[src/rtl/mem_arb_pkg.sv]
// Shared types and default sizing for the two-requester memory arbiter.
// The wait counter is fixed at 8 bits, which bounds TIMEOUT to 1..255.
package mem_arb_pkg;

    typedef enum logic [1:0] {
        IDLE  = 2'd0,
        GRANT = 2'd1,
        RESP  = 2'd2
    } state_t;

    localparam int DEF_WIDTH      = 16;
    localparam int DEF_DEPTH      = 64;
    localparam int DEF_TIMEOUT    = 255;
    localparam int WAIT_CNT_WIDTH = 8;

endpackage

[src/rtl/rr_pick2.sv]
// Combinational two-way round-robin pick. On a tie, the requester that was
// not granted last time wins.
module rr_pick2 (
    input  logic i_valid0,
    input  logic i_valid1,
    input  logic i_last,
    output logic o_grant,
    output logic o_any
);

    assign o_any   = i_valid0 | i_valid1;
    assign o_grant = (i_valid0 & i_valid1) ? ~i_last : i_valid1;

endmodule

[src/rtl/mem_rr_arbiter.sv]
// Round-robin arbiter sharing one memory port between two requesters.
// One transaction is in flight at a time: IDLE picks, GRANT drives the port, RESP pulses ready.
module mem_rr_arbiter
    import mem_arb_pkg::*;
#(
    parameter int WIDTH      = DEF_WIDTH,
    parameter int DEPTH      = DEF_DEPTH,
    parameter int ADDR_WIDTH = $clog2(DEPTH),
    parameter int TIMEOUT    = DEF_TIMEOUT
) (
    input  logic                  clk,
    input  logic                  rst,

    input  logic                  req0_valid,
    input  logic                  req0_wr_rd,
    input  logic [ADDR_WIDTH-1:0] req0_addr,
    input  logic [WIDTH-1:0]      req0_wdata,
    output logic                  req0_ready,
    output logic [WIDTH-1:0]      req0_rdata,
    output logic                  req0_err,

    input  logic                  req1_valid,
    input  logic                  req1_wr_rd,
    input  logic [ADDR_WIDTH-1:0] req1_addr,
    input  logic [WIDTH-1:0]      req1_wdata,
    output logic                  req1_ready,
    output logic [WIDTH-1:0]      req1_rdata,
    output logic                  req1_err,

    output logic                  mem_valid,
    output logic                  mem_wr_rd,
    output logic [ADDR_WIDTH-1:0] mem_addr,
    output logic [WIDTH-1:0]      mem_wdata,
    input  logic                  mem_ready,
    input  logic [WIDTH-1:0]      mem_rdata
);

    localparam logic [WAIT_CNT_WIDTH-1:0] TIMEOUT_CNT = WAIT_CNT_WIDTH'(TIMEOUT);
    localparam logic [WAIT_CNT_WIDTH-1:0] CNT_ONE     = WAIT_CNT_WIDTH'(1);

    // Per-requester views so the datapath can be indexed by the grant bit
    logic [1:0]            w_valid;
    logic [1:0]            w_wr_rd;
    logic [ADDR_WIDTH-1:0] w_addr  [2];
    logic [WIDTH-1:0]      w_wdata [2];

    assign w_valid = {req1_valid, req0_valid};
    assign w_wr_rd = {req1_wr_rd, req0_wr_rd};
    assign w_addr[0]  = req0_addr;
    assign w_addr[1]  = req1_addr;
    assign w_wdata[0] = req0_wdata;
    assign w_wdata[1] = req1_wdata;

    state_t                    r_state, w_state_next;
    logic                      r_g, w_g_next;
    logic                      r_lg, w_lg_next;
    logic [WAIT_CNT_WIDTH-1:0] r_cnt, w_cnt_next;
    logic                      r_mem_valid, w_mem_valid_next;
    logic                      r_mem_wr_rd, w_mem_wr_rd_next;
    logic [ADDR_WIDTH-1:0]     r_mem_addr, w_mem_addr_next;
    logic [WIDTH-1:0]          r_mem_wdata, w_mem_wdata_next;
    logic [1:0]                r_ready, w_ready_next;
    logic [1:0]                r_err, w_err_next;
    logic [1:0][WIDTH-1:0]     r_rdata, w_rdata_next;

    logic                      w_pick;
    logic                      w_any;
    logic [WAIT_CNT_WIDTH-1:0] w_cnt_inc;

    rr_pick2 u_pick (
        .i_valid0 (req0_valid),
        .i_valid1 (req1_valid),
        .i_last   (r_lg),
        .o_grant  (w_pick),
        .o_any    (w_any)
    );

    assign w_cnt_inc = r_cnt + CNT_ONE;

    always_comb begin
        w_state_next     = r_state;
        w_g_next         = r_g;
        w_lg_next        = r_lg;
        w_cnt_next       = r_cnt;
        w_mem_valid_next = r_mem_valid;
        w_mem_wr_rd_next = r_mem_wr_rd;
        w_mem_addr_next  = r_mem_addr;
        w_mem_wdata_next = r_mem_wdata;
        w_ready_next     = r_ready;
        w_err_next       = r_err;
        w_rdata_next     = r_rdata;

        case (r_state)
            IDLE: begin
                if (w_any) begin
                    w_g_next         = w_pick;
                    w_lg_next        = w_pick;
                    w_cnt_next       = '0;
                    w_mem_valid_next = 1'b1;
                    w_mem_wr_rd_next = w_wr_rd[w_pick];
                    w_mem_addr_next  = w_addr[w_pick];
                    w_mem_wdata_next = w_wdata[w_pick];
                    w_state_next     = GRANT;
                end
            end
            GRANT: begin
                // A response arriving on the timeout cycle still counts as success
                if (mem_ready) begin
                    w_rdata_next[r_g] = mem_rdata;
                    w_err_next[r_g]   = 1'b0;
                    w_ready_next[r_g] = 1'b1;
                    w_mem_valid_next  = 1'b0;
                    w_state_next      = RESP;
                end else if (w_cnt_inc == TIMEOUT_CNT) begin
                    w_rdata_next[r_g] = '0;
                    w_err_next[r_g]   = 1'b1;
                    w_ready_next[r_g] = 1'b1;
                    w_mem_valid_next  = 1'b0;
                    w_state_next      = RESP;
                end else begin
                    w_cnt_next = w_cnt_inc;
                end
            end
            RESP: begin
                w_ready_next = 2'b00;
                w_err_next   = 2'b00;
                w_state_next = IDLE;
            end
            default: begin
                w_mem_valid_next = 1'b0;
                w_ready_next     = 2'b00;
                w_err_next       = 2'b00;
                w_state_next     = IDLE;
            end
        endcase
    end

    always_ff @(posedge clk) begin
        if (rst) begin
            r_state     <= IDLE;
            r_g         <= 1'b0;
            r_lg        <= 1'b1;
            r_cnt       <= '0;
            r_mem_valid <= 1'b0;
            r_mem_wr_rd <= 1'b0;
            r_mem_addr  <= '0;
            r_mem_wdata <= '0;
            r_ready     <= 2'b00;
            r_err       <= 2'b00;
            r_rdata     <= '0;
        end else begin
            r_state     <= w_state_next;
            r_g         <= w_g_next;
            r_lg        <= w_lg_next;
            r_cnt       <= w_cnt_next;
            r_mem_valid <= w_mem_valid_next;
            r_mem_wr_rd <= w_mem_wr_rd_next;
            r_mem_addr  <= w_mem_addr_next;
            r_mem_wdata <= w_mem_wdata_next;
            r_ready     <= w_ready_next;
            r_err       <= w_err_next;
            r_rdata     <= w_rdata_next;
        end
    end

    assign mem_valid  = r_mem_valid;
    assign mem_wr_rd  = r_mem_wr_rd;
    assign mem_addr   = r_mem_addr;
    assign mem_wdata  = r_mem_wdata;
    assign req0_ready = r_ready[0];
    assign req1_ready = r_ready[1];
    assign req0_err   = r_err[0];
    assign req1_err   = r_err[1];
    assign req0_rdata = r_rdata[0];
    assign req1_rdata = r_rdata[1];

endmodule

[config.mk]
export PLATFORM = sky130hd
export DESIGN_NAME = mem_rr_arbiter
export DESIGN_NICKNAME = d
export VERILOG_FILES = /design/src/rtl/mem_arb_pkg.sv /design/src/rtl/rr_pick2.sv /design/src/rtl/mem_rr_arbiter.sv
export SDC_FILE = /design/constraint.sdc
export NUM_CORES = 1
export LEC_CHECK = 0
export ABC_AREA = 1
export CAP_MARGIN = 40
export CORE_ASPECT_RATIO = 1.4
export CORE_MARGIN = 2
export CORE_UTILIZATION = 36
export CTS_CLUSTER_DIAMETER = 50
export DETAILED_ROUTE_END_ITERATION = 8
export GPL_ROUTABILITY_DRIVEN = 0
export GPL_TIMING_DRIVEN = 0
export PLACE_DENSITY = 0.65
export SETUP_SLACK_MARGIN = 0.1
export SYNTH_ARGS = -nofsm -noshare
export SYNTH_HDL_FRONTEND = slang
export SYNTH_SLANG_ARGS = --single-unit
export TNS_END_PERCENT = 10
[constraint.sdc]
create_clock -name clk -period 4 [get_ports clk]
set_input_delay 1.2 -clock clk [delete_from_list [all_inputs] [get_ports clk]]
set_output_delay 1.2 -clock clk [all_outputs]
set_load 0.005 [all_outputs]
==> flow_metrics.py, run 1 <==
metrics = {
    "min_path": {
        "hold_path_depth": 2,
        "min_path_type": "flip-flop to flip-flop",
    },
    "sta": {
        "hold_ws_ns": 0.451,
        "worstMarginPinSlew_ns": 0.527,
        "setup_viol": 0,
        "drv_slew": 0,
        "fin_skew_ns": 0.0126,
        "finalCritPeriodShare": 0.713,
        "slew_headroom": 0.649,
        "setup_ws_ns": 1.15,
        "max_freq_mhz": 351,
        "rsz0062_at_grt": "false",
        "fin_crit_ns": 2.85,
        "tns_ns": 0,
        "hold_violations": 0,
    },
    "placement": {
        "placed_area_sq_mm": 0.00528,
        "dpl.cell_count": 867,
        "portBuffers": 126,
        "hpwl_um": 8580,
        "place_ws_ns": 0.828,
    },
    "floorplan": {
        "die_h_um": 126,
        "initial_utilization": 0.370,
        "die_w_um": 91.3,
        "core_area_sq_mm": 0.0104,
        "fp.dieArea_sq_mm": 0.0115,
        "ioPinCount": 127,
        "rows": 44,
    },
    "cts": {
        "clk_path_buf_depth": 2,
        "holdBufCountCts": 0,
        "numCtsBuffers": 9,
        "clock_latency_ns": 0.34,
        "cts.sink_count": 72,
        "post_cts_resized": 0,
        "cts.clk_slew.worst_paths_ns": 0.05,
        "cts_tree": "built",
        "cts-root-buf": "clkbuf_16",
        "cts_setup_buffers": 0,
        "htreeDepth": 3,
    },
    "synthesis": {
        "syn_inst": 603,
        "synth_commonest_cells": "nand2_1 (151), inv_1 (133), dfxtp_1 (72)",
        "ys_ff_latch": 72,
        "ys_seq_area_frac": 0.375,
        "synthSimpleGateAreaFrac": 0.308,
        "yosys.area_share.xor_xnor": 0,
        "yosysWarnings": 0,
        "ys_async_sr_fraction": 0,
        "synth_edf_count": 0,
        "synthDistinctLibCells": 24,
        "synth_top_family_by_area": "simple AND/OR/NAND/NOR gates",
        "avgSynthCellArea_sq_um": 6.38,
        "synth_fa_ha_area_frac": 0.00651,
        "synthTopCellsByArea": "dfxtp_1 (37%), nand2_1 (15%), inv_1 (13%), nand4_1 (6.7%), nor2_1 (5.5%)",
        "syn_nets": 672,
        "synth_area_leader_cell": "dfxtp_1",
        "syn_area_sq_mm": 0.00384,
        "ys.flop_type": "dfxtp_1",
        "synth_compound_area_frac": 0.142,
        "synth_top_area_share": 0.375,
        "yosysMostFrequentCell": "nand2_1",
        "synth_mux_area_frac": 0,
    },
    "pwr": {
        "total_leakage_power_uw": 0.00240,
        "peakVddDrop_v": 0.000198,
        "powerDensity_mw_per_mm2": 366,
    },
    "setup_path": {
        "crit_path_start_kind": "input pin",
        "path_max_fanout": 10,
        "critPathRequiredTime_ns": 4.23,
        "cp_cell_sequence": "clkdlybuf4s50_1 > nand2_1 > clkbuf_1 > clkbuf_1 > nand4_1 > nand2_1 > nor2_1",
        "cp.arrival_ns": 3.08,
        "slowest_delay_ns": 0.48,
        "end_kind": "flip-flop",
        "path_class": "input pin to flip-flop",
        "r2r_cells": 10,
        "cp_slowest_cell": "clkdlybuf4s50_1",
    },
    "detailed_routing": {
        "wl_per_cell_um": 12.5,
        "drt_iter0_drc": 143,
        "top_layer_used": "met4",
        "via_per_inst": 4.72,
        "m1WireLength_um": 4430,
        "wl_um": 11000,
        "drtPass1Iterations": 4,
        "dr_total_vias": 4156,
        "wl_met2_um": 5470,
        "ant_nets": 0,
        "drt_drc_violations_left": 0,
        "route.met3.wl_um": 997,
    },
    "outcome": {
        "status": "finished clean",
    },
    "final_layout": {
        "layout.cells.non_filler": 881,
        "finalNetCount": 809,
        "syn2layout_area_growth_pct": 44.1,
        "antenna_cells": 0,
        "final_area_sq_mm": 0.00554,
        "layout-drive-gt1-share": 0.0390,
    },
    "global_routing": {
        "gr-total-overflow": 0,
        "grt_usage": 0.192,
        "grt_pass1_wl_um": 18000,
        "grt_max_degree": 12,
        "grt_pass1_vias": 3977,
        "antenna_found_initial": 0,
    },
    "job": {
        "maxCapViolCount": 0,
    },
}
kinds of logic after synthesis:
logic type                 count (synthesis)
buffers and inverters                    167
AOI/OAI and AO/OA                         92
DFF                                       72
and+or+nand+nor                          270
adders and majority gates                  2
report_power, final:
part | switching (uW) | internal (uW) | total, uW | leakage, uW
sequential | 40.6 | 782 | 822 | 0.000592
combinational | 242 | 241 | 483 | 0.00168
clock | 295 | 426 | 721 | 0.000130
total | 577 | 1450 | 2030 | 0.00240
routing by layer:
metal,GRT usage,vias up
met5,0,-
met2,0.338,137
met3,0.0664,13
li1,-,2188
met4,0.0873,0
met1,0.205,1818
sequential cells by signal, summed over array words and instances (netlist names):
signal,count
mem_addr,6
r_lg,1
mem_wr_rd,1
r_ready,2
req0_rdata,16
r_g,1
r_cnt,8
mem_valid,1
r_err,2
mem_wdata,16
req1_rdata,16
r_state,2
path summary, 6_finish.rpt:
| path | start | to | slack [ns] |
|---|---|---|---|
| worst max register to register | r_cnt[1] | r_cnt[3] | 1.90 |
| worst min register to register | r_ready[1] | r_ready[1] | 0.45 |
| worst min-delay path | r_ready[1] | r_ready[1] | 0.45 |
| worst max-delay path | mem_ready | req0_rdata[9] | 1.15 |
per-stage QoR:
stage,total power [uW],util
floorplan,1080,-
global placement,1320,0.507
detailed placement,1320,0.507
CTS,2050,0.532
global route,2140,0.532
finish,2030,0.532
critical path, delay by kind of cell:
kind	cells	cell delay [ns]
simple gates	4	0.55
buf+inv	3	1.31
layout make-up:
class	instances	area (sq um)
clock buffer	10	239
timing repair buffer	126	1260
multi-input combinational	364	1760
inverter	133	499
clock inverter	4	22.5
buffer	34	149
sequential	72	1440
tap	138	173
fill	1007	4860
placed cells by master (no fill, tap or decap), drive strengths merged, types with 2 or more instances in the layout:
cell           Yosys  final
nand2            153    153
inv              133    133
clkdlybuf4s50      0    126
dfxtp             72     72
nor2              58     58
nand4             41     41
o22ai             32     32
clkbuf            22     32
o21ai             24     24
a31oi             23     23
nand3             18     18
buf               12     12
a21oi              8      8
clkinv             0      3
o211ai             2      2
ha                 2      2
o21bai             2      2
Note: power is estimated with default switching activity, not from simulation.
==> run 2: changes to the inputs <==
==> constraint.sdc (replaced) <==
create_clock -name clk -period 2.9 [get_ports clk]
set_input_delay 0.87 -clock clk [delete_from_list [all_inputs] [get_ports clk]]
set_output_delay 0.87 -clock clk [all_outputs]
set_load 0.005 [all_outputs]
==> results of run 2 <==
The final DEF is identical to that of run 1. Status: finished clean.
Among the figures that moved: setup slack after placement 0.828 ns -> 0.0575 ns; setup slack after layout 1.15 ns -> 0.378 ns; register-to-register setup slack 1.90 ns -> 0.80 ns; total power 2030 uW -> 2790 uW; worst IR drop on VDD 0.000198 V -> 0.000273 V
==> run 3: changes to the inputs <==
--- a/config.mk
+++ b/config.mk
@@ -6,7 +6,6 @@
 export NUM_CORES = 1
 export LEC_CHECK = 0
 export ABC_AREA = 1
-export CAP_MARGIN = 40
 export CORE_ASPECT_RATIO = 1.4
 export CORE_MARGIN = 2
 export CORE_UTILIZATION = 36
==> results of run 3 <==
The final DEF is identical to that of run 1. Status: finished clean.
Among the figures that moved: setup slack after placement 0.828 ns -> 0.0575 ns; setup slack after layout 1.15 ns -> 0.378 ns; register-to-register setup slack 1.90 ns -> 0.80 ns; total power 2030 uW -> 2790 uW; worst IR drop on VDD 0.000198 V -> 0.000273 V
